--- config.mk ---
export PLATFORM = sky130hd
export DESIGN_NAME = weight_acquire
export DESIGN_NICKNAME = d
export VERILOG_FILES = /design/src/rtl/weight_acquire_pkg.sv /design/src/rtl/weight_avg.sv /design/src/rtl/weight_acquire.sv
export SDC_FILE = /design/constraint.sdc
export NUM_CORES = 1
export LEC_CHECK = 0
export BUFFER_PORTS_ARGS = -buffer_cell sky130_fd_sc_hd__clkbuf_2
export CAP_MARGIN = 20
export CORE_UTILIZATION = 50
export DETAILED_ROUTE_END_ITERATION = 10
export PLACE_DENSITY_LB_ADDON = 0.05
export SLEW_MARGIN = 20
export SYNTH_ARGS = -nofsm -noshare
export SYNTH_HDL_FRONTEND = slang
export SYNTH_SLANG_ARGS = --single-unit
--- constraint.sdc ---
create_clock -name clk -period 10.01 [get_ports clk]
set_input_delay 1.001 -clock clk [delete_from_list [all_inputs] [get_ports clk]]
set_output_delay 1.001 -clock clk [all_outputs]
set_load 0.01 [all_outputs]
--- src/rtl/weight_acquire_pkg.sv ---
// Shared types and defaults for the load-cell weight acquisition path.
package weight_acquire_pkg;

    localparam int ADC_W          = 16;
    localparam int AVG_LOG2_DEF   = 2;
    localparam int STABLE_CNT_DEF = 8;
    localparam int STABLE_TOL_DEF = 2;

    typedef enum logic [1:0] {
        ST_FILL = 2'd0,
        ST_RUN  = 2'd1,
        ST_TARE = 2'd2
    } state_t;

    function automatic logic [ADC_W-1:0] abs_diff(input logic [ADC_W-1:0] a,
                                                  input logic [ADC_W-1:0] b);
        return (a >= b) ? (a - b) : (b - a);
    endfunction

endpackage

--- src/rtl/weight_avg.sv ---
// Moving-average window over the last 2^AVG_LOG2 accepted samples.
module weight_avg
    import weight_acquire_pkg::*;
#(
    parameter int AVG_LOG2 = AVG_LOG2_DEF
) (
    input  logic             clk,
    input  logic             rst,
    input  logic             i_valid,
    input  logic [ADC_W-1:0] i_data,
    output logic [ADC_W-1:0] o_avg,
    output logic             o_fill_done
);
    localparam int N     = 1 << AVG_LOG2;
    localparam int SUM_W = ADC_W + AVG_LOG2;

    logic [N-1:0][ADC_W-1:0] r_win;
    logic [SUM_W-1:0]        r_sum;
    logic [AVG_LOG2:0]       r_cnt;
    logic                    r_full;

    // Empty slots hold zero, so the running sum stays exact while filling.
    always_ff @(posedge clk) begin
        if (rst) begin
            r_win  <= '0;
            r_sum  <= '0;
            r_cnt  <= '0;
            r_full <= 1'b0;
        end else if (i_valid) begin
            r_win[0] <= i_data;
            for (int i = 1; i < N; i++) r_win[i] <= r_win[i-1];
            r_sum <= r_sum + SUM_W'(i_data) - SUM_W'(r_win[N-1]);
            if (!r_full) begin
                r_cnt <= r_cnt + 1'b1;
                if (r_cnt == (AVG_LOG2+1)'(N-1)) r_full <= 1'b1;
            end
        end
    end

    assign o_avg       = r_sum[SUM_W-1:AVG_LOG2];
    assign o_fill_done = i_valid && !r_full && (r_cnt == (AVG_LOG2+1)'(N-1));

endmodule

--- src/rtl/weight_acquire.sv ---
// Averaged, tared net weight with a settle detector, one cycle behind each sample.
module weight_acquire
    import weight_acquire_pkg::*;
#(
    parameter int AVG_LOG2   = AVG_LOG2_DEF,
    parameter int STABLE_CNT = STABLE_CNT_DEF,
    parameter int STABLE_TOL = STABLE_TOL_DEF
) (
    input  logic             clk,
    input  logic             rst,
    input  logic [ADC_W-1:0] adc_data,
    input  logic             adc_valid,
    input  logic             tare_req,
    output logic [ADC_W-1:0] weight_kg,
    output logic             weight_valid,
    output logic             weight_stable,
    output logic             tare_busy
);
    localparam int CW = $clog2(STABLE_CNT + 1);

    state_t           r_state;
    logic             r_pend;
    logic [ADC_W-1:0] r_offset;
    logic [ADC_W-1:0] r_prev;
    logic             r_have_prev;
    logic [CW-1:0]    r_cnt;
    logic [ADC_W-1:0] r_kg;
    logic             r_valid;
    logic             r_stable;
    logic             r_busy;

    logic [ADC_W-1:0] w_avg;
    logic             w_fill_done;
    logic [ADC_W-1:0] w_net;
    logic [CW-1:0]    w_cnt_nxt;

    weight_avg #(.AVG_LOG2(AVG_LOG2)) u_avg (
        .clk         (clk),
        .rst         (rst),
        .i_valid     (adc_valid),
        .i_data      (adc_data),
        .o_avg       (w_avg),
        .o_fill_done (w_fill_done)
    );

    always_comb begin
        w_net     = (w_avg >= r_offset) ? (w_avg - r_offset) : '0;
        w_cnt_nxt = '0;
        if (r_have_prev && abs_diff(w_net, r_prev) <= ADC_W'(STABLE_TOL))
            w_cnt_nxt = (r_cnt == CW'(STABLE_CNT)) ? r_cnt : r_cnt + 1'b1;
    end

    // r_pend marks that the average was updated by a sample on the previous edge.
    always_ff @(posedge clk) begin
        if (rst) begin
            r_state     <= ST_FILL;
            r_pend      <= 1'b0;
            r_offset    <= '0;
            r_prev      <= '0;
            r_have_prev <= 1'b0;
            r_cnt       <= '0;
            r_kg        <= '0;
            r_valid     <= 1'b0;
            r_stable    <= 1'b0;
            r_busy      <= 1'b0;
        end else begin
            r_valid <= 1'b0;
            if (r_pend) begin
                r_valid     <= 1'b1;
                r_have_prev <= 1'b1;
                if (r_state == ST_TARE) begin
                    r_offset <= w_avg;
                    r_kg     <= '0;
                    r_prev   <= '0;
                    r_cnt    <= '0;
                    r_stable <= 1'b0;
                end else begin
                    r_kg     <= w_net;
                    r_prev   <= w_net;
                    r_cnt    <= w_cnt_nxt;
                    r_stable <= (w_cnt_nxt == CW'(STABLE_CNT));
                end
            end
            case (r_state)
                ST_FILL: begin
                    r_pend <= w_fill_done;
                    if (tare_req) r_busy <= 1'b1;
                    if (w_fill_done) r_state <= (r_busy || tare_req) ? ST_TARE : ST_RUN;
                end
                ST_RUN: begin
                    r_pend <= adc_valid;
                    if (tare_req) begin
                        r_state <= ST_TARE;
                        r_busy  <= 1'b1;
                    end
                end
                ST_TARE: begin
                    r_pend <= adc_valid;
                    if (r_pend) begin
                        r_state <= ST_RUN;
                        r_busy  <= 1'b0;
                    end
                end
                default: r_state <= ST_FILL;
            endcase
        end
    end

    assign weight_kg     = r_kg;
    assign weight_valid  = r_valid;
    assign weight_stable = r_stable;
    assign tare_busy     = r_busy;

endmodule

-- Word level (Yosys, flattened, before mapping)
Index checks and enable logic that the tools add are counted.
- register bits after elaboration: 129
- input port bits: 20
- add/subtract/negate cells: 7
- order comparisons: 3
- eq/ne operators: 9
- multiplexer cells: 19
- bitwise operators: 1
- reduce and logical (&&, ||, !) cells: 14
- operators with widths (operator ; number):
    two-way mux 16 bit ; 3
    subtractor 16 bit ; 3
    >= comparator 16 bit ; 2
    adder 18 x 16 -> 18 bit ; 1
    subtractor 18 x 16 -> 18 bit ; 1
    less-or-equal comparator 16 x 2 -> 1 bit, second input constant ; 1
    two-way mux 4 bit ; 3
    equality test 4 bit, second input constant ; 2
    two-way mux 2 bit ; 4
    two-way mux 1 bit ; 6
    one-hot mux 2 bit (3 select lines) ; 1
    AND reduction 3 bit ; 2
    adder 4 x 1 -> 4 bit, second input constant ; 1
    != test 2 x 1 -> 1 bit, second input constant ; 2
    != test 2 bit, second input constant ; 2
    one-hot mux 1 bit (2 select lines) ; 2
    AND reduction 2 bit ; 2
    nonzero test 2 bit ; 2
    OR reduction 2 bit ; 2
    adder 3 x 1 -> 3 bit, second input constant ; 1
    equality test 3 x 2 -> 1 bit, second input constant ; 1
    logical AND 1 bit ; 3
    equality test 2 x 1 -> 1 bit, second input constant ; 1
    equality test 2 bit, second input constant ; 1
    4 further kinds ; 4

-- Depth between registers and ports, before layout
Gate-level depths: netlist (run 1).
- depth after elaboration: 9
- depth in mapped cells: 25
- gate-level depth less buffers: 24

-- Hierarchy
A second synthesis (run 1) with hierarchy kept.
- cell total of the unflattened synthesis: 1106
- area total of the unflattened synthesis: 9016.1 um^2
- by module, submodules not included (module ; times used ; cells each ; area an instance (um^2)):
    weight_avg ; 1 ; 509 ; 4644.5
    weight_acquire ; 1 ; 597 ; 4371.7

-- Worst setup path before layout (run 1)
Ideal clock, no wire load.
- path kind: reg2reg
- from: register u_avg.r_sum[2]
- to: register r_cnt[0]
- setup time: 58 ps
- data arrival time: 4837 ps
- required time: 9952 ps
- slack: 5115 ps
- stages on the path, launching flop included: 24
- clock period less this slack: 4895 ps
- path through: dfxtp_1 > inv_1 > ha_1 > inv_1 > fa_1 > a21o_1 > a21oi_1 > o21ai_1 > a21o_1 > a31oi_1 > o21ai_1 > o41ai_2 > nor2_1 > ha_1 > fa_1 > nand2b_1 > o31ai_1 > a211oi_1 > nor4_1 > nand4_1 > nor4b_2 > o2111ai_1 > a2111oi_0 > a21o_1
- longest elaborated chain between the ends: 8
- elaborated cells between the ends (all ways): 11
- classes of those cells: 3 x add/sub; 3 x order compare; 4 x mux; 1 x reduce/logical
- RTL lines (element ; line ; source):
    start, declared ; weight_avg.sv:18 ; logic [SUM_W-1:0] r_sum;
    start signal, assigned ; weight_avg.sv:32 ; r_sum <= r_sum + SUM_W'(i_data) - SUM_W'(r_win[N-1]);
    subtractor 16 bit / >= comparator 16 bit (equally long branches) ; weight_acquire.sv:47 ; w_net = (w_avg >= r_offset) ? (w_avg - r_offset) : '0;
    two-way mux 16 bit (*) ; weight_acquire.sv:47 ;
    subtractor 16 bit / >= comparator 16 bit (equally long branches) ; weight_acquire_pkg.sv:17 ; return (a >= b) ? (a - b) : (b - a);
    two-way mux 16 bit (*) ; weight_acquire_pkg.sv:17 ;
    less-or-equal comparator 16 x 2 -> 1 bit (*) ; weight_acquire.sv:49 ; if (r_have_prev && abs_diff(w_net, r_prev) <= ADC_W'(STABLE_TOL))
    logical AND 1 bit (*) ; weight_acquire.sv:49 ;
    two-way mux 4 bit (*) ; weight_acquire.sv:49 ;
    two-way mux 4 bit (*) ; weight_acquire.sv:71 ; if (r_state == ST_TARE) begin
    end signal, assigned ; weight_acquire.sv:80 ; r_cnt <= w_cnt_nxt;
    end, declared ; weight_acquire.sv:26 ; logic [CW-1:0] r_cnt;
Every way passes the cells marked *; elsewhere a longest branch is shown, timed or not.
A chain may end at the register's enable or synchronous reset.

-- Final worst setup path (run 1)
- from: register u_avg.r_sum[2]
- to: register r_cnt[2]
The elaborated chain is that of the path after synthesis.

==> results of run 1 <==
layout by cell type, fill, tap and decap left out, drive strengths merged, types with 5 or more instances in the layout:
master,synthesis,final
nor2,135,135
a21o,16,16
o21a,10,10
inv,133,137
mux2i,81,81
and2,8,8
or3,14,14
fa,19,19
o221ai,5,5
nor2b,8,8
dfxtp,129,129
nand2,89,89
nand3,9,9
nor3,16,16
a22o,6,6
o2111ai,6,6
buf,16,5
nand2b,17,17
o211ai,6,6
o21bai,7,7
clkbuf,25,54
a21oi,58,58
o21ai,46,46
o22ai,6,6
a211oi,10,10
xor2,15,15
ha,73,73
xnor2,17,17
metal layers:
layer  share of wire [%]  global-route usage, %  up-vias
met2                  46                  33.71      115
met1                  50                  26.74     3072
met4                 1.7                  8.838        0
met3                 2.7                  2.968       31
li1                    -                      -     3615
met5                   0                      0        -
cell usage after synthesis, drive strengths merged (5+ instances only):
master,count
a21oi,58
a21o,16
or3,14
mux2i,81
o221ai,5
nor2b,8
buf,16
nand3,9
o21ai,46
inv,133
nor3,16
nand2,89
o21a,10
o211ai,6
a211oi,10
nand2b,17
o22ai,6
o21bai,7
and2,8
a22o,6
clkbuf,25
fa,19
ha,73
xor2,15
xnor2,17
nor2,135
o2111ai,6
dfxtp,129
metrics by stage:
step           instances  setup slack, ns
3_3_place_gp        1271            4.387
6_report            1303            4.230
3_5_place_dp        1271            4.269
2_1_floorplan       1051            5.115
4_1_cts             1303            4.237
5_1_grt             1303            3.773
kinds of logic after synthesis:
family | count (synthesis) | share of synthesized area, %
AND/OR/NAND/NOR | 326 | 17.47
AO/OA/AOI/OAI | 215 | 16.83
buffers and inverters | 174 | 7.710
flip-flops | 129 | 29.97
adder cells (fa/ha/maj) | 92 | 15.01
multiplexers | 83 | 9.670
XOR/XNOR | 32 | 3.340
sequential cells by signal, summed over array words and instances (netlist names):
| signal | flops |
|---|---|
| r_cnt | 4 |
| r_have_prev | 1 |
| r_offset | 16 |
| r_pend | 1 |
| r_state | 2 |
| tare_busy | 1 |
| u_avg.r_cnt | 3 |
| u_avg.r_full | 1 |
| u_avg.r_sum | 18 |
| u_avg.r_win | 64 |
| weight_kg | 16 |
| weight_stable | 1 |
| weight_valid | 1 |
final cells by class:
cell class              count  area (um2)  share of cell area (%)
flip-flops and latches    129        2582                   27.02
repair buffers             41       217.7                   2.278
clock buffers              18       429.2                   4.491
inverters                 133       499.2                   5.224
multi-input cells         748        5373                   56.22
clock inverters            14       180.2                   1.885
well taps                 220       275.3                   2.880
path summary, 6_finish.rpt:
path                            cells past startpoint                        start                        end
worst max-delay path                               23  u_avg.r_sum[2]$_SDFFE_PP0P_      r_cnt[2]$_SDFFE_PP0P_
worst min-delay path                                2    r_offset[13]$_SDFFE_PP0P_  r_offset[13]$_SDFFE_PP0P_
worst max register to register                     23  u_avg.r_sum[2]$_SDFFE_PP0P_      r_cnt[2]$_SDFFE_PP0P_
worst min register to register                      2    r_offset[13]$_SDFFE_PP0P_  r_offset[13]$_SDFFE_PP0P_
worst min-delay path, cell delays in order (launching register included):
cell     delay [ns]
dfxtp_1        0.31
nand2_1        0.05
a21oi_1        0.05
==> flow_summary.toml, run 1 <==
[layout]
drive_gt1_share_pct = 8.218
layout.core_utilization_pct = 57.22
nNetsFinal = 1182
num_antenna_cells = 0
syn2layout_area_growth_pct = 10.90
stdcell_area_um2 = 9557
fillers = 1581

[routing]
wl_per_cell_um = 13.18
drt-initial-drc-count = 300
num_vias = 6833
detail_route.first_pass.iterations = 5
drc = 0
wl_um = 17170
ant_nets = 0
viasPerCell = 5.244

[worst_setup_path]
critPathCaptureType = "flop"
cp.required_ns = 10.36
crit_arrival_ns = 6.13
crit_family = "compound AO/OA/AOI/OAI gates"
crit_buf_inv = 2
path_class = "flop to flop"
cp-start-kind = "flop"
crit_path_cell_trace = "inv_1, ha_1, inv_1, fa_1, a21o_1, a21oi_1, o21ai_1, a21o_1, a31oi_1, o21ai_1, o41ai_2, nor2_1, ha_1, fa_1, nand2b_1, o31ai_1, a211oi_1, nor4_1, nand4_1, nor4b_2, o2111ai_1, a2111oi_0, a21o_1"
slowest_stage = "o41ai_2"
max_stage_delay_ns = 0.63
worst-path-max-fanout = 6
cp_common_cell = "a21o_1"
ff2ff_setup_slack_ns = 4.23

[sta]
max_slew_margin_pct = 37.29
hold_slack_ns = 0.4529
setup_viol = 0
min_period_ns = 5.780
tightestPinTransition_ns = 0.9407
fin_crit_sh_pct = 57.75
fmax_mhz = 173.0
clock_skew_ns = 0.007805
final_hold_viol_count = 0
fin_setup_tns_ns = 0
rsz0062_at_grt = "no"
drv_slew = 0

[clock_tree]
h-tree-depth = 4
cts_hold_buf = 0
worstSkewPairLatency_ns = 0.41
clkTransAtPathRegs_ns = 0.06
cts_max_path_buffers = 2
cts.sinks = 129
cts_tree = "yes"
ctsResizeCount = 0
cts-buffers-inserted = 17
cts_setup_buffers = 0
root_buffer = "clkbuf_16"

[global_routing]
antenna_found_initial = 0
grt_pass1_vias = 6475
grt_max_degree = 78
grt-ovfl-total = 0
track_usage_pct = 20.49
grt_pass1_wl_um = 29620

[logic_synthesis]
syn_area_um2 = 8617
syn-num-nets = 1163
ys_seq_area_share_pct = 29.97
synthFlopType = "dfxtp_1"
yosysTopAreaCell = "dfxtp_1"
synth_cell_type_count = 74
avgSynthCellArea_um2 = 8.199
synth_edf_count = 0
synth_area_leaders = "dfxtp_1 30%, ha_1 11%, mux2i_1 9.4%"
synth_top_area_share_pct = 29.97
ys_warn_count = 0
synthArstFlopShare_pct = 0
yosys_register_bits = 129
synthCells = 1051

[floorplan]
io_pins = 39
die_w_um = 133.3
coreArea_um2 = 16700
initial_utilization_pct = 51.60
rows = 47
die_area_um2 = 17760
die_h_um = 133.3

[place]
postPlaceCellArea_um2 = 8945
gp_congestion = 0.9551
dpl.hpwl_um = 12840
numPortBuffers = 38

[worst_hold_path]
holdCritPathClass = "flop to flop"

[status]
status = "completed"

[flow_run]
drv_cap = 0
Power of run 1 is not shown: default switching activity piles up to over one toggle a cycle in this logic, so the estimate is an artifact.
==> run 2, diff against run 1 <==
- ABC_AREA: default -> 1
- clock period: 10.01 -> 5.7 ns (I/O delays scaled with it)
==> flow_summary.toml, run 2 <==
[status]
status = "completed"

[floorplan]
die_area_um2 = 17890
die_h_um = 133.8
rows = 47
io_pins = 39
die_w_um = 133.8
coreArea_um2 = 16760
initial_utilization_pct = 51.79

[place]
placedCellCount = 1516
numPortBuffers = 38
postPlaceCellArea_um2 = 9015
dpl.hpwl_um = 13890
preCtsSetupSlack_ns = 1.345
gp_congestion = 0.9318

[clock_tree]
cts_hold_buf = 0
cts.sinks = 129
root_buffer = "clkbuf_16"
cts-buffers-inserted = 17
h-tree-depth = 4
cts_tree = "yes"
cts_setup_buffers = 0
worstSkewPairLatency_ns = 0.43
clkTransAtPathRegs_ns = 0.06
cts_max_path_buffers = 2
ctsResizeCount = 0

[logic_synthesis]
syn-num-nets = 1408
synth_top_area_share_pct = 29.75
synth_area_leaders = "dfxtp_1 30%, ha_1 11%, nand2_1 10%"
synthCells = 1296
synthArstFlopShare_pct = 0
synthTopCellsByCount = "241 x nand2_1, 218 x inv_1, 158 x nor2_1"
synth_cell_type_count = 44
synth_edf_count = 0
ys_seq_area_share_pct = 29.75
syn_area_um2 = 8680
synthFlopType = "dfxtp_1"
yosysTopAreaCell = "dfxtp_1"
yosys_register_bits = 129
avgSynthCellArea_um2 = 6.697
synth_most_common_cell = "nand2_1"
ys_warn_count = 0

[global_routing]
grt_max_degree = 89
grt_pass1_wl_um = 32510
grt_pass1_vias = 7270
track_usage_pct = 22.33
grt-ovfl-total = 0
antenna_found_initial = 0

[sta]
setup_viol = 0
fin_setup_tns_ns = 0
drv_slew = 0
clock_skew_ns = 0.01023
min_period_ns = 4.357
final_hold_viol_count = 0
rsz0062_at_grt = "no"
max_slew_margin_pct = 44.13
fin_crit_sh_pct = 76.44
tightestPinTransition_ns = 0.8360
fmax_mhz = 229.5
setup_slack_ns = 1.343

[routing]
wl_um = 18660
num_vias = 7670
drt-initial-drc-count = 291
detail_route.first_pass.iterations = 5
viasPerCell = 4.955
drc = 0
ant_nets = 0
wl_per_cell_um = 12.05

[layout]
nNetsFinal = 1427
largest_reg_flops = 64
final_common_cell = "nand2_1"
final_cells = 1548
regMostFlops = "u_avg.r_win"
stdcell_area_um2 = 9628
final_cell_mix = "241 x nand2_1, 217 x inv_1, 158 x nor2_1"
multi_input_area_um2 = 5092
fillers = 1683
num_antenna_cells = 0
drive_gt1_share_pct = 7.605
syn2layout_area_growth_pct = 10.93
top_regs = "u_avg.r_win x64, u_avg.r_sum x18"
seq_area_um2 = 2582

[worst_setup_path]
critPathCaptureType = "flop"
ff2ff_setup_slack_ns = 1.34
worst-path-max-fanout = 15
reg2reg_to = "weight_stable$_SDFFE_PP0P_"
r2r_cells = 29
max_stage_delay_ns = 0.42
path_class = "flop to flop"
r2r_start = "u_avg.r_sum[2]$_SDFFE_PP0P_"
slowest_stage = "fa_1"
cp_common_cell = "nand2_1"
crit_arrival_ns = 4.72
cp-start-kind = "flop"
cp.required_ns = 6.06

[worst_hold_path]
holdCritPathClass = "primary input to flop"
min_from = "adc_data[14]"
min_to = "u_avg.r_win[14]$_SDFFE_PP0P_"
whs_path_depth = 3

[flow_run]
drv_cap = 0
## run 2: critical path: cells and delay by family, from the launching register on
family / cells / cell delay [ns]
compound gates: 4 / 0.74
simple gates: 17 / 1.70
fa+ha+maj: 4 / 1.22
buf+inv: 4 / 0.33
flops: 1 / 0.30
## run 2: worst max-delay path by stage
| stage | startpoint | end | slack [ns] |
|---|---|---|---|
| final | u_avg.r_sum[2]$_SDFFE_PP0P_ | weight_stable$_SDFFE_PP0P_ | 1.34 |
| after global routing | u_avg.r_sum[2]$_SDFFE_PP0P_ | weight_stable$_SDFFE_PP0P_ | 0.83 |
| after CTS | u_avg.r_sum[2]$_SDFFE_PP0P_ | weight_stable$_SDFFE_PP0P_ | 1.32 |
| after detailed placement | u_avg.r_sum[2]$_SDFFE_PP0P_ | weight_stable$_SDFFE_PP0P_ | 1.35 |
| after global placement | u_avg.r_sum[2]$_SDFFE_PP0P_ | weight_stable$_SDFFE_PP0P_ | 1.45 |
| after floorplan | u_avg.r_sum[2]$_SDFFE_PP0P_ | weight_stable$_SDFFE_PP0P_ | 1.83 |
## run 2: logic make-up (layout without fill, tap and decap cells)
family	count (synthesis)	in the layout	share of synthesized area, %
compound gates	297	297	18.12
flops	129	129	29.75
simple gates	489	489	23.22
buf+inv	265	297	11.58
xor+xnor	24	24	2.422
fa+ha+maj	92	92	14.91
## run 2: stage by stage
| stage | util [%] | hold WS [ns] |
|---|---|---|
| detailed placement | 53.79 | 0.4513 |
| CTS | 57.45 | 0.4150 |
| finish | 57.45 | 0.4268 |
| global route | 57.45 | 0.4465 |
| global placement | 53.79 | 0.4453 |
| floorplan | - | 0.4353 |
## run 2: metal layers
layer	share of wire [%]	track usage, %	up-vias	wire length [um]
met4	2.1	8.144	0	397
li1	-	-	4160	-
met1	49	27.94	3394	9167
met3	2.2	4.033	33	404
met2	47	38.17	83	8690
met5	0	0	-	0
## run 2: area by class of cell
type / instances / area share, %
Timing Repair Buffer: 44 / 2.443
Inverter: 221 / 8.616
Clock inverter: 13 / 1.663
Sequential cell: 129 / 26.82
Clock buffer: 19 / 4.704
Multi-Input combinational cell: 902 / 52.89
Tap cell: 220 / 2.859
Power of run 2 is left out for the same reason.
